<file path="src/rtl/cw310_reg_bank_pkg.sv">
// Shared decode helpers for the CW310 USB register bank: region encoding,
// sticky/pulse address offsets and the byte-slice macro.
`define REG_BANK_BYTE(word, k) word[(k)*8 +: 8]

package cw310_reg_bank_pkg;

    typedef enum logic [2:0] {
        REGION_NONE   = 3'd0,
        REGION_CTRL   = 3'd1,
        REGION_STATUS = 3'd2,
        REGION_STICKY = 3'd3,
        REGION_PULSE  = 3'd4
    } region_e;

    // Offset of the sticky event register (REG_BANK_STICKY_OFS = 2N).
    function automatic int reg_bank_sticky_ofs(input int num_regs);
        return 2 * num_regs;
    endfunction

    // Offset of the self-clearing pulse register (REG_BANK_PULSE_OFS = 2N+1).
    function automatic int reg_bank_pulse_ofs(input int num_regs);
        return (2 * num_regs) + 1;
    endfunction

    function automatic int idx_width(input int n);
        return (n > 1) ? $clog2(n) : 1;
    endfunction

endpackage

</file>
<file path="src/rtl/cw310_reg_bank_sticky.sv">
// Write-1-to-clear sticky event register with a registered OR of all bits.
// A set and a clear of the same bit in one cycle leaves the bit set.
module cw310_reg_bank_sticky #(
    parameter int pWIDTH = 32
) (
    input  logic              usb_clk,
    input  logic              reset_n,
    input  logic [pWIDTH-1:0] event_set,
    input  logic [pWIDTH-1:0] clear_mask,
    output logic [pWIDTH-1:0] sticky,
    output logic              event_any
);

    logic [pWIDTH-1:0] sticky_r;
    logic              event_any_r;

    // Sticky accumulation and its one-cycle-delayed summary flag
    always_ff @(posedge usb_clk or negedge reset_n) begin
        if (!reset_n) begin
            sticky_r    <= '0;
            event_any_r <= 1'b0;
        end else begin
            sticky_r    <= (sticky_r & ~clear_mask) | event_set;
            event_any_r <= |sticky_r;
        end
    end

    assign sticky    = sticky_r;
    assign event_any = event_any_r;

endmodule

</file>
<file path="src/rtl/cw310_reg_bank.sv">
// CW310 USB register bank: atomic multi-byte control registers, snapshot status
// reads, sticky W1C events and pulse commands. Define REG_BANK_READ_PIPE_EN to
// register read_data (one usb_clk of read latency).
module cw310_reg_bank
    import cw310_reg_bank_pkg::*;
#(
    parameter int pADDR_WIDTH   = 21,
    parameter int pBYTECNT_SIZE = 7,
    parameter int pNUM_REGS     = 8,
    parameter int pREG_BYTES    = 4,
    parameter int pBASE_ADDR    = 0,
    parameter logic [pNUM_REGS*pREG_BYTES*8-1:0] pCTRL_RESET = '0
) (
    input  logic                                   usb_clk,
    input  logic                                   reset_n,
    input  logic [pADDR_WIDTH-pBYTECNT_SIZE-1:0]   reg_address,
    input  logic [pBYTECNT_SIZE-1:0]               reg_bytecnt,
    input  logic                                   reg_addrvalid,
    input  logic                                   reg_read,
    input  logic                                   reg_write,
    input  logic [7:0]                             write_data,
    output logic [7:0]                             read_data,
    input  logic [pNUM_REGS*pREG_BYTES*8-1:0]      I_status,
    input  logic [pREG_BYTES*8-1:0]                I_event,
    output logic [pNUM_REGS*pREG_BYTES*8-1:0]      O_ctrl,
    output logic [pREG_BYTES*8-1:0]                O_pulse,
    output logic                                   O_event_any
);

    localparam int AW = pADDR_WIDTH - pBYTECNT_SIZE;
    localparam int W  = pREG_BYTES * 8;
    localparam int IW = idx_width(pNUM_REGS);
    localparam int KW = idx_width(pREG_BYTES);

    localparam logic [AW-1:0]            BASE       = AW'(pBASE_ADDR);
    localparam logic [AW-1:0]            STAT_OFS   = AW'(pNUM_REGS);
    localparam logic [AW-1:0]            STICKY_OFS = AW'(reg_bank_sticky_ofs(pNUM_REGS));
    localparam logic [AW-1:0]            PULSE_OFS  = AW'(reg_bank_pulse_ofs(pNUM_REGS));
    localparam logic [pBYTECNT_SIZE-1:0] NUM_BYTES  = pBYTECNT_SIZE'(pREG_BYTES);
    localparam logic [KW-1:0]            LAST_K     = KW'(pREG_BYTES - 1);

    logic [AW-1:0] idx_s;
    region_e       region_s;
    logic [IW-1:0] ctrl_idx_s;
    logic [IW-1:0] stat_idx_s;
    logic [KW-1:0] k_s;
    logic          byte_ok_s;
    logic          wr_s;
    logic          rd_s;
    logic [W-1:0]  wr_word_s;

    logic [W-1:0]  ctrl_r [pNUM_REGS];
    logic [W-1:0]  shadow_r;
    logic [IW-1:0] shadow_idx_r;
    logic          shadow_vld_r;
    logic [W-1:0]  shadow_base_s;
    logic [W-1:0]  merged_s;
    logic          ctrl_wr_s;

    logic [W-1:0]  snap_r;
    logic [IW-1:0] snap_idx_r;
    logic          snap_vld_r;
    logic [W-1:0]  live_stat_s;
    logic          stat_rd0_s;

    logic [W-1:0]  sticky_s;
    logic [W-1:0]  clear_mask_s;
    logic [W-1:0]  pulse_r;
    logic [7:0]    rd_byte_s;

    // Address and byte-index decode shared by the read and write paths
    always_comb begin
        idx_s    = reg_address - BASE;
        region_s = REGION_NONE;
        if (reg_address < BASE) begin
            region_s = REGION_NONE;
        end else if (idx_s < STAT_OFS) begin
            region_s = REGION_CTRL;
        end else if (idx_s < STICKY_OFS) begin
            region_s = REGION_STATUS;
        end else if (idx_s == STICKY_OFS) begin
            region_s = REGION_STICKY;
        end else if (idx_s == PULSE_OFS) begin
            region_s = REGION_PULSE;
        end else begin
            region_s = REGION_NONE;
        end
    end

    assign ctrl_idx_s = idx_s[IW-1:0];
    assign stat_idx_s = IW'(idx_s - STAT_OFS);
    assign k_s        = reg_bytecnt[KW-1:0];
    assign byte_ok_s  = (reg_bytecnt < NUM_BYTES);
    assign wr_s       = reg_addrvalid && reg_write && byte_ok_s;
    assign rd_s       = reg_addrvalid && reg_read;
    assign wr_word_s  = W'(write_data) << (k_s * 8);

    // Byte merge: restart from the committed word on byte 0 or a change of register
    always_comb begin
        if ((k_s == '0) || !shadow_vld_r || (shadow_idx_r != ctrl_idx_s)) begin
            shadow_base_s = ctrl_r[ctrl_idx_s];
        end else begin
            shadow_base_s = shadow_r;
        end
        merged_s = shadow_base_s;
        `REG_BANK_BYTE(merged_s, k_s) = write_data;
    end

    assign ctrl_wr_s = wr_s && (region_s == REGION_CTRL);

    // Control registers commit only on the last byte; earlier bytes stay in the shadow
    always_ff @(posedge usb_clk or negedge reset_n) begin
        if (!reset_n) begin
            for (int i = 0; i < pNUM_REGS; i++) begin
                ctrl_r[i] <= pCTRL_RESET[i*W +: W];
            end
            shadow_r     <= '0;
            shadow_idx_r <= '0;
            shadow_vld_r <= 1'b0;
        end else if (ctrl_wr_s) begin
            if (k_s == LAST_K) begin
                ctrl_r[ctrl_idx_s] <= merged_s;
                shadow_vld_r       <= 1'b0;
            end else begin
                shadow_r     <= merged_s;
                shadow_idx_r <= ctrl_idx_s;
                shadow_vld_r <= 1'b1;
            end
        end
    end

    for (genvar g = 0; g < pNUM_REGS; g++) begin : g_ctrl_out
        assign O_ctrl[g*W +: W] = ctrl_r[g];
    end

    assign live_stat_s = I_status[stat_idx_s*W +: W];
    assign stat_rd0_s  = rd_s && (region_s == REGION_STATUS) && (reg_bytecnt == '0);

    // Status snapshot, captured whole on a byte-0 read so later bytes are coherent
    always_ff @(posedge usb_clk or negedge reset_n) begin
        if (!reset_n) begin
            snap_r     <= '0;
            snap_idx_r <= '0;
            snap_vld_r <= 1'b0;
        end else if (stat_rd0_s) begin
            snap_r     <= live_stat_s;
            snap_idx_r <= stat_idx_s;
            snap_vld_r <= 1'b1;
        end
    end

    assign clear_mask_s = (wr_s && (region_s == REGION_STICKY)) ? wr_word_s : '0;

    cw310_reg_bank_sticky #(
        .pWIDTH (W)
    ) u_sticky (
        .usb_clk    (usb_clk),
        .reset_n    (reset_n),
        .event_set  (I_event),
        .clear_mask (clear_mask_s),
        .sticky     (sticky_s),
        .event_any  (O_event_any)
    );

    // Command pulses last exactly one cycle after the write edge
    always_ff @(posedge usb_clk or negedge reset_n) begin
        if (!reset_n) begin
            pulse_r <= '0;
        end else if (wr_s && (region_s == REGION_PULSE)) begin
            pulse_r <= wr_word_s;
        end else begin
            pulse_r <= '0;
        end
    end

    assign O_pulse = pulse_r;

    // Read mux; control reads always show the committed word, never the shadow
    always_comb begin
        rd_byte_s = 8'h00;
        if (rd_s && byte_ok_s) begin
            case (region_s)
                REGION_CTRL:   rd_byte_s = `REG_BANK_BYTE(ctrl_r[ctrl_idx_s], k_s);
                REGION_STATUS: begin
                    if ((reg_bytecnt != '0) && snap_vld_r && (snap_idx_r == stat_idx_s)) begin
                        rd_byte_s = `REG_BANK_BYTE(snap_r, k_s);
                    end else begin
                        rd_byte_s = `REG_BANK_BYTE(live_stat_s, k_s);
                    end
                end
                REGION_STICKY: rd_byte_s = `REG_BANK_BYTE(sticky_s, k_s);
                REGION_PULSE:  rd_byte_s = 8'h00;
                default:       rd_byte_s = 8'h00;
            endcase
        end else begin
            rd_byte_s = 8'h00;
        end
    end

`ifdef REG_BANK_READ_PIPE_EN
    logic [7:0] read_data_r;

    // Registered read path
    always_ff @(posedge usb_clk or negedge reset_n) begin
        if (!reset_n) begin
            read_data_r <= 8'h00;
        end else begin
            read_data_r <= rd_byte_s;
        end
    end

    assign read_data = read_data_r;
`else
    assign read_data = rd_byte_s;
`endif

endmodule

</file>
<file path="config.mk">
export PLATFORM = sky130hd
export DESIGN_NAME = cw310_reg_bank
export DESIGN_NICKNAME = d
export VERILOG_FILES = /design/src/rtl/cw310_reg_bank_pkg.sv /design/src/rtl/cw310_reg_bank_sticky.sv /design/src/rtl/cw310_reg_bank.sv
export SDC_FILE = /design/constraint.sdc
export NUM_CORES = 1
export LEC_CHECK = 0
export ABC_AREA = 1
export BUFFER_PORTS_ARGS = -buffer_cell sky130_fd_sc_hd__buf_4
export CAP_MARGIN = 0
export CORE_AREA = 3 3 241 243
export DETAILED_ROUTE_END_ITERATION = 8
export DIE_AREA = 0 0 244 246
export GPL_ROUTABILITY_DRIVEN = 0
export PLACE_DENSITY = 0.61
export SLEW_MARGIN = 5
export SYNTH_ARGS = -nofsm -noshare
export SYNTH_HDL_FRONTEND = slang
export SYNTH_SLANG_ARGS = --single-unit
</file>
<file path="constraint.sdc">
create_clock -name usb_clk -period 5.9 [get_ports usb_clk]
set_input_delay 0.295 -clock usb_clk [delete_from_list [all_inputs] [get_ports usb_clk]]
set_output_delay 0.295 -clock usb_clk [all_outputs]
set_load 0.01 [all_outputs]
</file>
==> impl_metrics.py <==
metrics = {
    "floorplanning": {
        "dieHeight_um": 246,
        "die_w_um": 244,
        "die_area_mm2": 0.0600,
        "num_rows": 87,
        "start_util": 0.406,
        "core_area_mm2": 0.0562,
        "ios": 619,
    },
    "detailed_routing": {
        "wl_per_cell_um": 22.1,
        "drc": 0,
        "dr.pass1.iters": 5,
        "num_vias": 24164,
        "drtAntennaViolNets": 0,
        "first_iter_violations": 2017,
        "viasPerCell": 5.18,
        "wirelength_um": 103000,
    },
    "pwr": {
        "ir_drop_v": 0.000202,
        "power.total_w": 0.00647,
        "p_per_area_mw_per_mm2": 220,
        "pwr-share-clk": 0.454,
        "p_sw_frac": 0.271,
        "comb_power_share": 0.129,
        "p_switching_w": 0.00175,
        "pwr-share-seq": 0.417,
        "p_int_w": 0.00472,
        "leakagePower_nw": 16.9,
    },
    "timing": {
        "period_minus_slack_ns": 3.82,
        "setup_viol": 0,
        "fin_worst_skew_ns": 0.0141,
        "slew_violations": 0,
        "hold_slack_ns": 0.152,
        "slew_headroom": 0.266,
        "tns_ns": 0,
        "fin_ws_ns": 2.08,
        "rsz0062_at_grt": "false",
        "fmax_ghz": 0.262,
        "worst_pin_slew_ns": 1.10,
        "post-route-period-util": 0.647,
        "hold_viol": 0,
    },
    "finish": {
        "mostFrequentLayoutCells": "1692 x nand2_1, 628 x buf_4, 393 x dfrtp_1",
        "mostFrequentLayoutCell": "nand2_1",
        "multi_input_area_mm2": 0.0109,
        "seqCellArea_mm2": 0.00983,
        "area.growth.synth_to_final_pct": 28.6,
        "drive_gt1_frac": 0.213,
        "stdcell_count": 4668,
        "fillers": 5715,
        "nets": 4203,
    },
    "logic_synthesis": {
        "synth_fa_ha_area_frac": 0.00274,
        "synthFlopType": "dfrtp_1",
        "synth-simple-area-share": 0.380,
        "syn_nets": 3672,
        "synth_area_per_cell_um2": 6.83,
        "synth_area_mm2": 0.0228,
        "synth_cells": 3345,
        "synth_top_area_share": 0.431,
        "ys_warn_count": 0,
        "ys_ff_latch": 393,
        "postSynth.asyncResetShare": 1.00,
        "synth_compound_area_frac": 0.0953,
        "ys_seq_area_frac": 0.431,
        "synth_xor_area_frac": 0.00110,
        "muxShareOfSynthArea": 0,
        "synth.area.top_cells": "dfrtp_1 43%, nand2_1 28%, inv_1 3.9%, nor2_1 3.9%, nand3_1 2.5%",
        "synth_top_family_by_area": "simple AND/OR/NAND/NOR gates",
        "synth_area_leader_cell": "dfrtp_1",
        "synthDistinctLibCells": 38,
        "synth-edff-count": 0,
    },
    "global_routing": {
        "grt_pass1_wl_um": 150000,
        "grt_max_degree": 202,
        "track_usage": 0.333,
        "antenna_found_initial": 3,
        "grt_overflow_total": 0,
        "grt_pass1_vias": 22912,
    },
    "worst_setup_path": {
        "max_stage_delay_ns": 0.74,
        "critPathMaxFanout": 101,
        "cp_cell_sequence": "buf_8 -> inv_6 -> buf_4 -> or2_1 -> nand2_1 -> nand2_1 -> nor2_1 -> nand2_1 -> nand3_1 -> nand3_1 -> nand3_1 -> a21oi_1 -> buf_4",
        "worst_r2r_path_depth": 9,
        "worstPathRequired_ns": 5.61,
        "critPathLaunchType": "input port",
        "worstSetupEndpointType": "primary output",
        "arrival_ns": 3.52,
        "cpMaxStageDelayCell": "inv_6",
        "path_class": "in -> out",
    },
    "placement": {
        "pre_cts_ws_ns": 2.17,
        "dp.cells": 4552,
        "place.port_buffers": 618,
        "dp_hpwl_um": 73900,
    },
    "clock_tree": {
        "cts_tree": "yes",
        "clock-sinks": 393,
        "post_cts_buffers": 0,
        "clk_latency_ns": 0.60,
        "clk_pin_slew_ns": 0.06,
        "clk_path_buf_depth": 3,
        "h-tree-depth": 2,
        "cts_buffers": 45,
        "root_buffer": "clkbuf_16",
    },
    "min_path": {
        "whs_path_depth": 3,
        "worstHoldPathType": "in -> reg",
    },
    "status": {
        "status": "complete, no violations",
    },
    "flow_run": {
        "maxCapViolations": 0,
    },
}
==> worst paths after layout <==
path | start | endpoint | slack (ns)
max | reg_address[0] | read_data[6] | 2.08
min | reg_bytecnt[1] | O_pulse[20]$_DFF_PN0_ | 0.15
max reg2reg | shadow_idx_r[2]$_DFFE_PN0P_ | O_ctrl[111]$_DFFE_PN0P_ | 3.32
min reg2reg | snap_vld_r$_DFFE_PN0P_ | snap_vld_r$_DFFE_PN0P_ | 0.48
max in group asynchronous | reset_n | O_ctrl[255]$_DFFE_PN0P_ | 4.15
min in group asynchronous | reset_n | O_pulse[21]$_DFF_PN0_ | 0.29
==> cell usage after synthesis (12+ instances only) <==
master and count:
a21oi_1 74, buf_2 84, buf_4 12, buf_6 34, clkbuf_1 43, dfrtp_1 393, inv_1 237, nand2_1 1692
nand2_2 23, nand2_4 21, nand3_1 113, nand4_1 13, nor2_1 236, o211ai_1 59, o211ai_2 24, o21ai_0 113
o21ai_1 55, o21bai_1 26, or2_2 28
==> cell type report <==
cell class / count / area share
Antenna cell: 2 / 0.000170
Clock buffer: 66 / 0.0448
Clock inverter: 15 / 0.00707
Inverter: 257 / 0.0335
Multi-Input combinational cell: 2513 / 0.373
Sequential cell: 393 / 0.335
Tap cell: 756 / 0.0322
Timing Repair Buffer: 666 / 0.175
==> metrics by stage <==
step / instance area (um^2) / utilization
final: 29400 / 0.523
after global routing: 29400 / 0.523
after CTS: 29400 / 0.523
after detailed placement: 27500 / 0.490
after global placement: 27500 / 0.490
after floorplan: 22800 / -
==> metal layers <==
metal | GRT usage | vias to the layer above | share of wire | routed length, um
li1 | - | 11358 | - | -
met5 | 0 | - | 0.00013 | 13
met3 | 0.0569 | 183 | 0.073 | 7550
met1 | 0.414 | 11567 | 0.40 | 40900
met2 | 0.570 | 1054 | 0.48 | 50000
met4 | 0.144 | 2 | 0.046 | 4800
==> logic make-up after synthesis <==
family,Yosys count
and+or+nand+nor,2154
buffers and inverters,439
DFF,393
AOI/OAI and AO/OA,352
adders and majority gates,5
xor gates and xnor gates,2
==> worst max-delay path: cells and delay by family <==
| family | cells | cell delay [ns] |
|---|---|---|
| buffers and inverters | 4 | 1.89 |
| AND/OR/NAND/NOR | 8 | 1.01 |
| AO/OA/AOI/OAI | 1 | 0.27 |
==> power by group through the flow <==
stage          Combinational [W]  Sequential [W]  Clock [W]
2_1_floorplan           0.000396         0.00275          0
3_3_place_gp            0.000812         0.00274          0
3_5_place_dp            0.000812         0.00274          0
4_1_cts                 0.000835         0.00270    0.00297
5_1_grt                 0.000912         0.00269    0.00306
6_report                0.000835         0.00270    0.00294
==> sequential cells by signal, summed over array words and instances (netlist names) <==
name and count:
O_ctrl 256, O_pulse 32, shadow_r 32, snap_r 32
u_sticky.sticky 32, shadow_idx_r 3, snap_idx_r 3, shadow_vld_r 1
snap_vld_r 1, u_sticky.event_any 1
==> timing repair <==
action | CTS | global route
hold endpoints to repair | 104 | 0
hold buffers | 33 | 0
gates resized for setup | 0 | 0
(Power assumes the default switching activity.)
